==> src/rtl/regfile_mp.sv <==
// Multi-port integer register file: NRD registered read ports (1-cycle latency), two write lanes, pending-write scoreboard.
// No handshakes: every input is sampled each cycle; ren=0 holds rdata/rbusy while writes and scoreboard updates continue.
module regfile_mp #(
  parameter int XLEN     = 32,
  parameter int NREG     = 32,
  parameter int AW       = $clog2(NREG),
  parameter int NRD      = 2,
  parameter int ZERO_REG = 1,
  parameter int BYPASS   = 1
) (
  input  logic                  clk,
  input  logic                  nrst,
  input  logic                  ren,
  input  logic [NRD*AW-1:0]     radd,
  input  logic                  wen0,
  input  logic [AW-1:0]         wadd0,
  input  logic [XLEN-1:0]       wdata0,
  input  logic                  wen1,
  input  logic [AW-1:0]         wadd1,
  input  logic [XLEN-1:0]       wdata1,
  input  logic                  sb_set,
  input  logic [AW-1:0]         sb_addr,
  output logic [NRD*XLEN-1:0]   rdata,
  output logic [NRD-1:0]        rbusy,
  output logic [NREG-1:0]       busy_vec
);

  localparam bit ZR = (ZERO_REG != 0);
  localparam bit BP = (BYPASS != 0);

  logic [XLEN-1:0]     mem_q [NREG];
  logic [XLEN-1:0]     mem_d [NREG];
  logic [NREG-1:0]     busy_q, busy_d;
  logic [NRD*XLEN-1:0] rdata_q, rdata_d;
  logic [NRD-1:0]      rbusy_q, rbusy_d;

  logic we0, we1, sb_v;

  // With a hardwired zero register, anything aimed at address 0 is simply dropped.
  assign we0  = wen0   && !(ZR && (wadd0   == '0));
  assign we1  = wen1   && !(ZR && (wadd1   == '0));
  assign sb_v = sb_set && !(ZR && (sb_addr == '0));

  always_comb begin
    for (int r = 0; r < NREG; r++) begin
      mem_d[r]  = mem_q[r];
      busy_d[r] = busy_q[r];
      if (we0 && (wadd0 == AW'(r))) begin
        mem_d[r]  = wdata0;
        busy_d[r] = 1'b0;
      end
      if (we1 && (wadd1 == AW'(r))) begin
        mem_d[r]  = wdata1;
        busy_d[r] = 1'b0;
      end
      // A new producer issued this cycle is younger than the retiring one.
      if (sb_v && (sb_addr == AW'(r))) begin
        busy_d[r] = 1'b1;
      end
    end
  end

  always_comb begin
    logic [AW-1:0] ra;
    rdata_d = rdata_q;
    rbusy_d = rbusy_q;
    ra      = '0;
    if (ren) begin
      for (int k = 0; k < NRD; k++) begin
        ra = radd[k*AW +: AW];
        if (ZR && (ra == '0)) begin
          rdata_d[k*XLEN +: XLEN] = '0;
        end else if (BP && we1 && (wadd1 == ra)) begin
          rdata_d[k*XLEN +: XLEN] = wdata1;
        end else if (BP && we0 && (wadd0 == ra)) begin
          rdata_d[k*XLEN +: XLEN] = wdata0;
        end else begin
          rdata_d[k*XLEN +: XLEN] = mem_q[ra];
        end
        rbusy_d[k] = BP ? busy_d[ra] : busy_q[ra];
      end
    end
  end

  always_ff @(posedge clk or negedge nrst) begin
    if (!nrst) begin
      mem_q   <= '{default: '0};
      busy_q  <= '0;
      rdata_q <= '0;
      rbusy_q <= '0;
    end else begin
      mem_q   <= mem_d;
      busy_q  <= busy_d;
      rdata_q <= rdata_d;
      rbusy_q <= rbusy_d;
    end
  end

  assign rdata    = rdata_q;
  assign rbusy    = rbusy_q;
  assign busy_vec = busy_q;

endmodule
==> config.mk <==
export PLATFORM = sky130hd
export DESIGN_NAME = regfile_mp
export DESIGN_NICKNAME = d
export VERILOG_FILES = /design/src/rtl/regfile_mp.sv
export SDC_FILE = /design/constraint.sdc
export NUM_CORES = 2
export LEC_CHECK = 0
export BUFFER_PORTS_ARGS = -buffer_cell sky130_fd_sc_hd__clkbuf_2
export CORE_ASPECT_RATIO = 1.5
export CORE_UTILIZATION = 40
export DETAILED_ROUTE_END_ITERATION = 8
export PLACE_DENSITY = 0.53
export SYNTH_ARGS = -nofsm -noshare
export SYNTH_HDL_FRONTEND = slang
export SYNTH_SLANG_ARGS = --single-unit
==> constraint.sdc <==
create_clock -name clk -period 2.9 [get_ports clk]
set_clock_uncertainty 0.15 [all_clocks]
set_input_delay 0.145 -clock clk [delete_from_list [all_inputs] [get_ports clk]]
set_output_delay 0.145 -clock clk [all_outputs]
set_load 0.02 [all_outputs]
## Word level (Yosys, flattened, before mapping)

Index checks and enable logic that the tools add are counted.

- Logic and storage cells: 457
- Output and inout port bits: 98
- Bits in registers: 1122
- Bits of input ports: 95

- Eq/ne operators: 97
- Reductions and logical operators: 143
- Muxes and demuxes: 176
- Bitwise gates (word level): 2
- Magnitude comparators: 4

Operator list:

| operator | count |
|---|---|
| 32-bit two-way mux | 74 |
| 32-bit binary-select mux with 5-bit select | 2 |
| 5-bit equality test, second input constant | 48 |
| 5-bit by 4-bit equality test with 1-bit output, second input constant | 24 |
| 1-bit logical AND | 103 |
| 1-bit two-way mux | 98 |
| 2-bit nonzero test | 32 |
| 5-bit by 3-bit equality test with 1-bit output, second input constant | 12 |
| 5-bit by 2-bit equality test with 1-bit output, second input constant | 6 |
| 5-bit zero test | 5 |
| 5-bit equality test | 4 |
| 5-bit by 1-bit equality test with 1-bit output, second input constant | 3 |
| 6-bit greater-or-equal comparator, second input constant | 2 |
| 5-bit by 6-bit less-than comparator with 1-bit output, second input constant | 2 |
| 5-bit inverter with 6-bit output | 2 |
| 1-bit binary-select mux with 5-bit select | 2 |
| 1-bit zero test | 3 |

## Longest topological paths before layout

- Depth after elaboration: 9
- Mapped depth: 11
- Gate-level depth less buffers: 7

## Worst setup path before layout

Ideal clock, no wire load.

- Kind: in2reg
- From: in radd[5]
- To: reg rdata_q[40] (netlist: rdata[40])
- Required time: 2.624 ns
- Arrival: 2.215 ns
- Stages: 9
- Path slack: 0.409 ns
- Library setup time: 0.126 ns
- Buffers on the path: 3
- Cells stage by stage: clkbuf_1 buf_2 buf_1 mux4_2 o22ai_1 nor2_1 a21oi_1 nand2_1 a221o_1

- Cells in the longest elaborated chain, start to end: 7
- Elaborated cells between the ends (all ways): 12
- Those cells by class: eq/ne (2); mux (6); bitwise (1); reduce/logical (3)

Ends and longest elaborated chain:

| item | RTL line | text |
|---|---|---|
| start, declared | 14 | `input logic [NRD*AW-1:0] radd,` |
| 5-bit inverter with 6-bit output (implied by the code) | 78 | `rdata_d[k*XLEN +: XLEN] = mem_q[ra];` |
| 32-bit binary-select mux with 5-bit select | 78 |  |
| 32-bit two-way mux (implied by the code) (2 in series) | 78 |  |
| 32-bit two-way mux | 75 | `end else if (BP && we0 && (wadd0 == ra)) begin` |
| 32-bit two-way mux | 73 | `end else if (BP && we1 && (wadd1 == ra)) begin` |
| 32-bit two-way mux (*) | 71 | `if (ZR && (ra == '0)) begin` |
| end signal, assigned | 94 | `rdata_q <= rdata_d;` |
| end, declared | 34 | `logic [NRD*XLEN-1:0] rdata_q, rdata_d;` |

Mark *: on every way between the ends. The rest lies on a longest branch, timed or not. The select of a mux whose other input is x is not followed.
A chain may end at the register's enable or synchronous reset.

## Worst setup path after layout

- From: in wadd1[2]
- To: reg mem_q[918] in the netlist's numbering

- Cells in the longest elaborated chain, start to end: 5
- Elaborated cells between the ends (all ways): 7
- Those cells by class: eq/ne (1); mux (1); reduce/logical (5)

Ends and longest elaborated chain:

| item | RTL line | text |
|---|---|---|
| start, declared | 19 | `input logic [AW-1:0] wadd1,` |
| 5-bit zero test | 41 | `assign we1 = wen1 && !(ZR && (wadd1 == '0));` |
| 1-bit zero test | 41 |  |
| 1-bit logical AND | 41 |  |
| 1-bit logical AND (*) | 52 | `if (we1 && (wadd1 == AW'(r))) begin` |
| 32-bit two-way mux / 2-bit nonzero test (equally long branches) | -- |  |
| end signal, assigned | 92 | `mem_q <= mem_d;` |
| end, declared | 31 | `logic [XLEN-1:0] mem_q [NREG];` |

Mark *: on every way between the ends. The rest lies on a longest branch, timed or not.

==> flow_summary_export.csv <==
group,metric,value,unit
status,status,"finished with violations",
status,violations,"design-rule violations, negative hold slack",
synthesis,ys_ff_latch,1122,
floorplanning,core,172000,µm²
timing,hold_viol,8,
clock_network,cts_buffer_depth,3,
drt,num_vias,59700,
timing,max_slew_margin,21.7,%
synthesis,synth.avg_cell_area,9.83,µm²
critical_path,required,3.47,ns
synthesis,synthesis.nets,7158,
placement,dpl.hpwl,175000,µm
drt,maxUsedRoutingLayer,"met5",
clock_network,cts_sinks,1122,
layout,final_nets,7053,
floorplanning,row_count,186,
timing,finalSetupViolCount,0,
synthesis,async_flop_share,100,%
timing,whs,-0.0404,ns
power_and_ir_drop,seq_power_share,43.4,%
floorplanning,die_w,342,µm
min_path,hold_class,"input pin to asynchronous set/reset pin",
floorplanning,io_pins,193,
global_routing,antenna_found_initial,6,
drt,drc,88,
drt,wl_met1,117000,µm
global_routing,grt_overflow,0,
clock_network,cts_tree,"yes",
power_and_ir_drop,power_density,666,nW/µm²
power_and_ir_drop,vdd_drop_max,0.000512,V
placement,numPortBuffers,192,
clock_network,insertion_delay,0.78,ns
power_and_ir_drop,pwr-share-clk,30.5,%
power_and_ir_drop,pwr-share-comb,26.1,%
floorplanning,initial_core_util,40.4,%
clock_network,postCtsSetupBuffers,0,
timing,tightest_slew,1.17,ns
layout,final_area,79600,µm²
global_routing,grt_pass1_vias,58300,
floorplanning,fp.dieH,512,µm
clock_network,clkTransAtPathRegs,0.07,ns
timing,final_max_slew_viol_count,0,
power_and_ir_drop,switching_share,33.1,%
clock_network,cts-root-buf,"clkbuf_16",
timing,rsz0062_at_grt,"no",
drt,vias_per_cell,6.42,
synthesis,yosys_warnings,0,
drt,wirelength,300000,µm
synthesis,synth_ff_type,"dfrtp_1",
power_and_ir_drop,power.leakage,0.0354,µW
drt,met2_length,141000,µm
synthesis,netlist_area,69400,µm²
synthesis,synth_cells,7063,
timing,post-route-period-util,98.9,%
drt,drt_iter0_drc,6667,
power_and_ir_drop,p_int,35500,µW
drt,first_pass_iters,8,
drt,antenna_left,0,
global_routing,grt_use_total,33.7,%
layout,drive_gt1_share,15.6,%
global_routing,grt_pass1_wl,430000,µm
global_routing,grt_max_degree,159,
synthesis,synth_edf_count,0,
critical_path,worst_setup_path_start_kind,"input pin",
timing,fmax,349,MHz
floorplanning,die_area,175000,µm²
synthesis,ys_types,71,
placement,place_congestion,0.903,
critical_path,path_class,"input pin to flop",
drt,met3_length,22200,µm
synthesis,seq_area_frac_synth,40.4,%
power_and_ir_drop,p_sw,17600,µW
critical_path,end_kind,"flop",
job,drv_cap,0,
layout,syn_to_final_growth,14.7,%
placement,placed_cell_area,74800,µm²
drt,routedWlPerCell,32.2,µm
critical_path,path_max_fanout,20,
clock_network,numCtsBuffers,115,
timing,final.setup.tns,0,ns
timing,min_period,2.87,ns
critical_path,cp.arrival,3.44,ns
clock_network,htree_levels,3,
==> Yosys cell counts (7+ instances only) <==
cell / instances / area share, %
a21oi_1: 835 / 6.0
a221o_1: 64 / 0.92
a32o_1: 7 / 0.10
and2_1: 67 / 0.60
buf_1: 88 / 0.48
buf_2: 116 / 0.84
clkbuf_1: 633 / 3.4
clkbuf_2: 19 / 0.14
dfrtp_1: 1122 / 40
inv_1: 30 / 0.16
mux2i_1: 1505 / 22
mux4_2: 264 / 8.6
nand2_1: 460 / 2.5
nand2b_1: 9 / 0.081
nand3_1: 13 / 0.094
nor2_1: 864 / 4.7
nor2b_1: 8 / 0.072
nor3_1: 67 / 0.48
nor3b_1: 8 / 0.087
o21ai_0: 363 / 2.6
o221ai_1: 258 / 3.3
o22ai_1: 144 / 1.3
xnor2_1: 8 / 0.10
xor2_1: 12 / 0.15
==> power by group through the flow <==
stage,clock [µW],combinational (µW),sequential [µW]
global route,16900,15100,23500
CTS,16400,13700,23000
floorplan,0,9370,22500
detailed placement,0,13600,23200
global placement,0,13300,23000
finish,16200,13800,23000
==> worst max-delay path, cell delays in order <==
cell           delay (ns)
dlygate4sd3_1        0.55
clkbuf_2             0.18
or4b_2               0.85
nor2_4               0.68
buf_12               0.27
nand2_1              0.06
o21ai_0              0.10
dlygate4sd3_1        0.57
==> metrics by stage <==
step | std cells | total power [µW] | setup WS (ns) | utilization (%)
after floorplan | 7063 | 31800 | 0.409 | -
after global placement | 9011 | 36300 | 0.120 | 43.5
after detailed placement | 9011 | 36800 | 0.101 | 43.5
after CTS | 9308 | 53100 | 0.125 | 46.4
after global routing | 9308 | 55500 | 0.00414 | 46.4
final | 9309 | 53000 | 0.0330 | 46.4
==> sequential cells by signal, indices dropped and copies added, names as in the netlist <==
name	flops
mem_q	1024
rdata	64
busy_vec	32
rbusy	2
==> layout make-up <==
class                      instances  area [µm²]
fill                           16100       92100
clock buffer                     160        3390
timing repair buffer             637        6180
tap                             2256        2820
multi-input combinational       5051       38400
antenna                            2        5.00
sequential                      1122       28100
clock inverter                    50         579
inverter                          31         123
==> layer usage <==
metal	vias up	track usage, %
met5	-	0
li1	25500	-
met2	3091	54.5
met1	30400	43.1
met4	2	19.5
met3	815	4.48
==> placed cells by master, fill, tap and decap left out, drive strengths merged, types with 258 or more instances in the layout <==
cell and count:
nand2 460, clkbuf 343, o221ai 258, o21ai 364, mux4 264, mux2i 1505
buf 368, nor2 864, a21oi 835, dfrtp 1122
==> kinds of logic after synthesis <==
kind of cell	share of synthesized area (%)
mux	30.3
compound gates	14.7
simple gates	9.21
flops	40.4
buf+inv	5.08
xor+xnor	0.252
==> timing repair <==
action | 4_1_cts | 5_1_grt
hold buffers | 87 | 0
setup endpoints to repair | 0 | 1
resized for setup | 0 | 2
hold endpoints to repair | 1740 | 0
==> worst paths after layout <==
kind	start	end	slack [ns]	cells after the start
worst min-delay path	nrst	mem_q[895]	-0.04	3
min in group clk	wdata0[0]	mem_q[128]	0.05	3
worst max-delay path	wadd1[2]	mem_q[918]	0.03	8
worst max register to register	busy_vec[16]	rbusy[0]	0.59	6
worst min register to register	mem_q[1006]	mem_q[1006]	0.25	0
max in group asynchronous	nrst	mem_q[621]	0.85	5
Note: power is estimated with default switching activity, not from simulation.
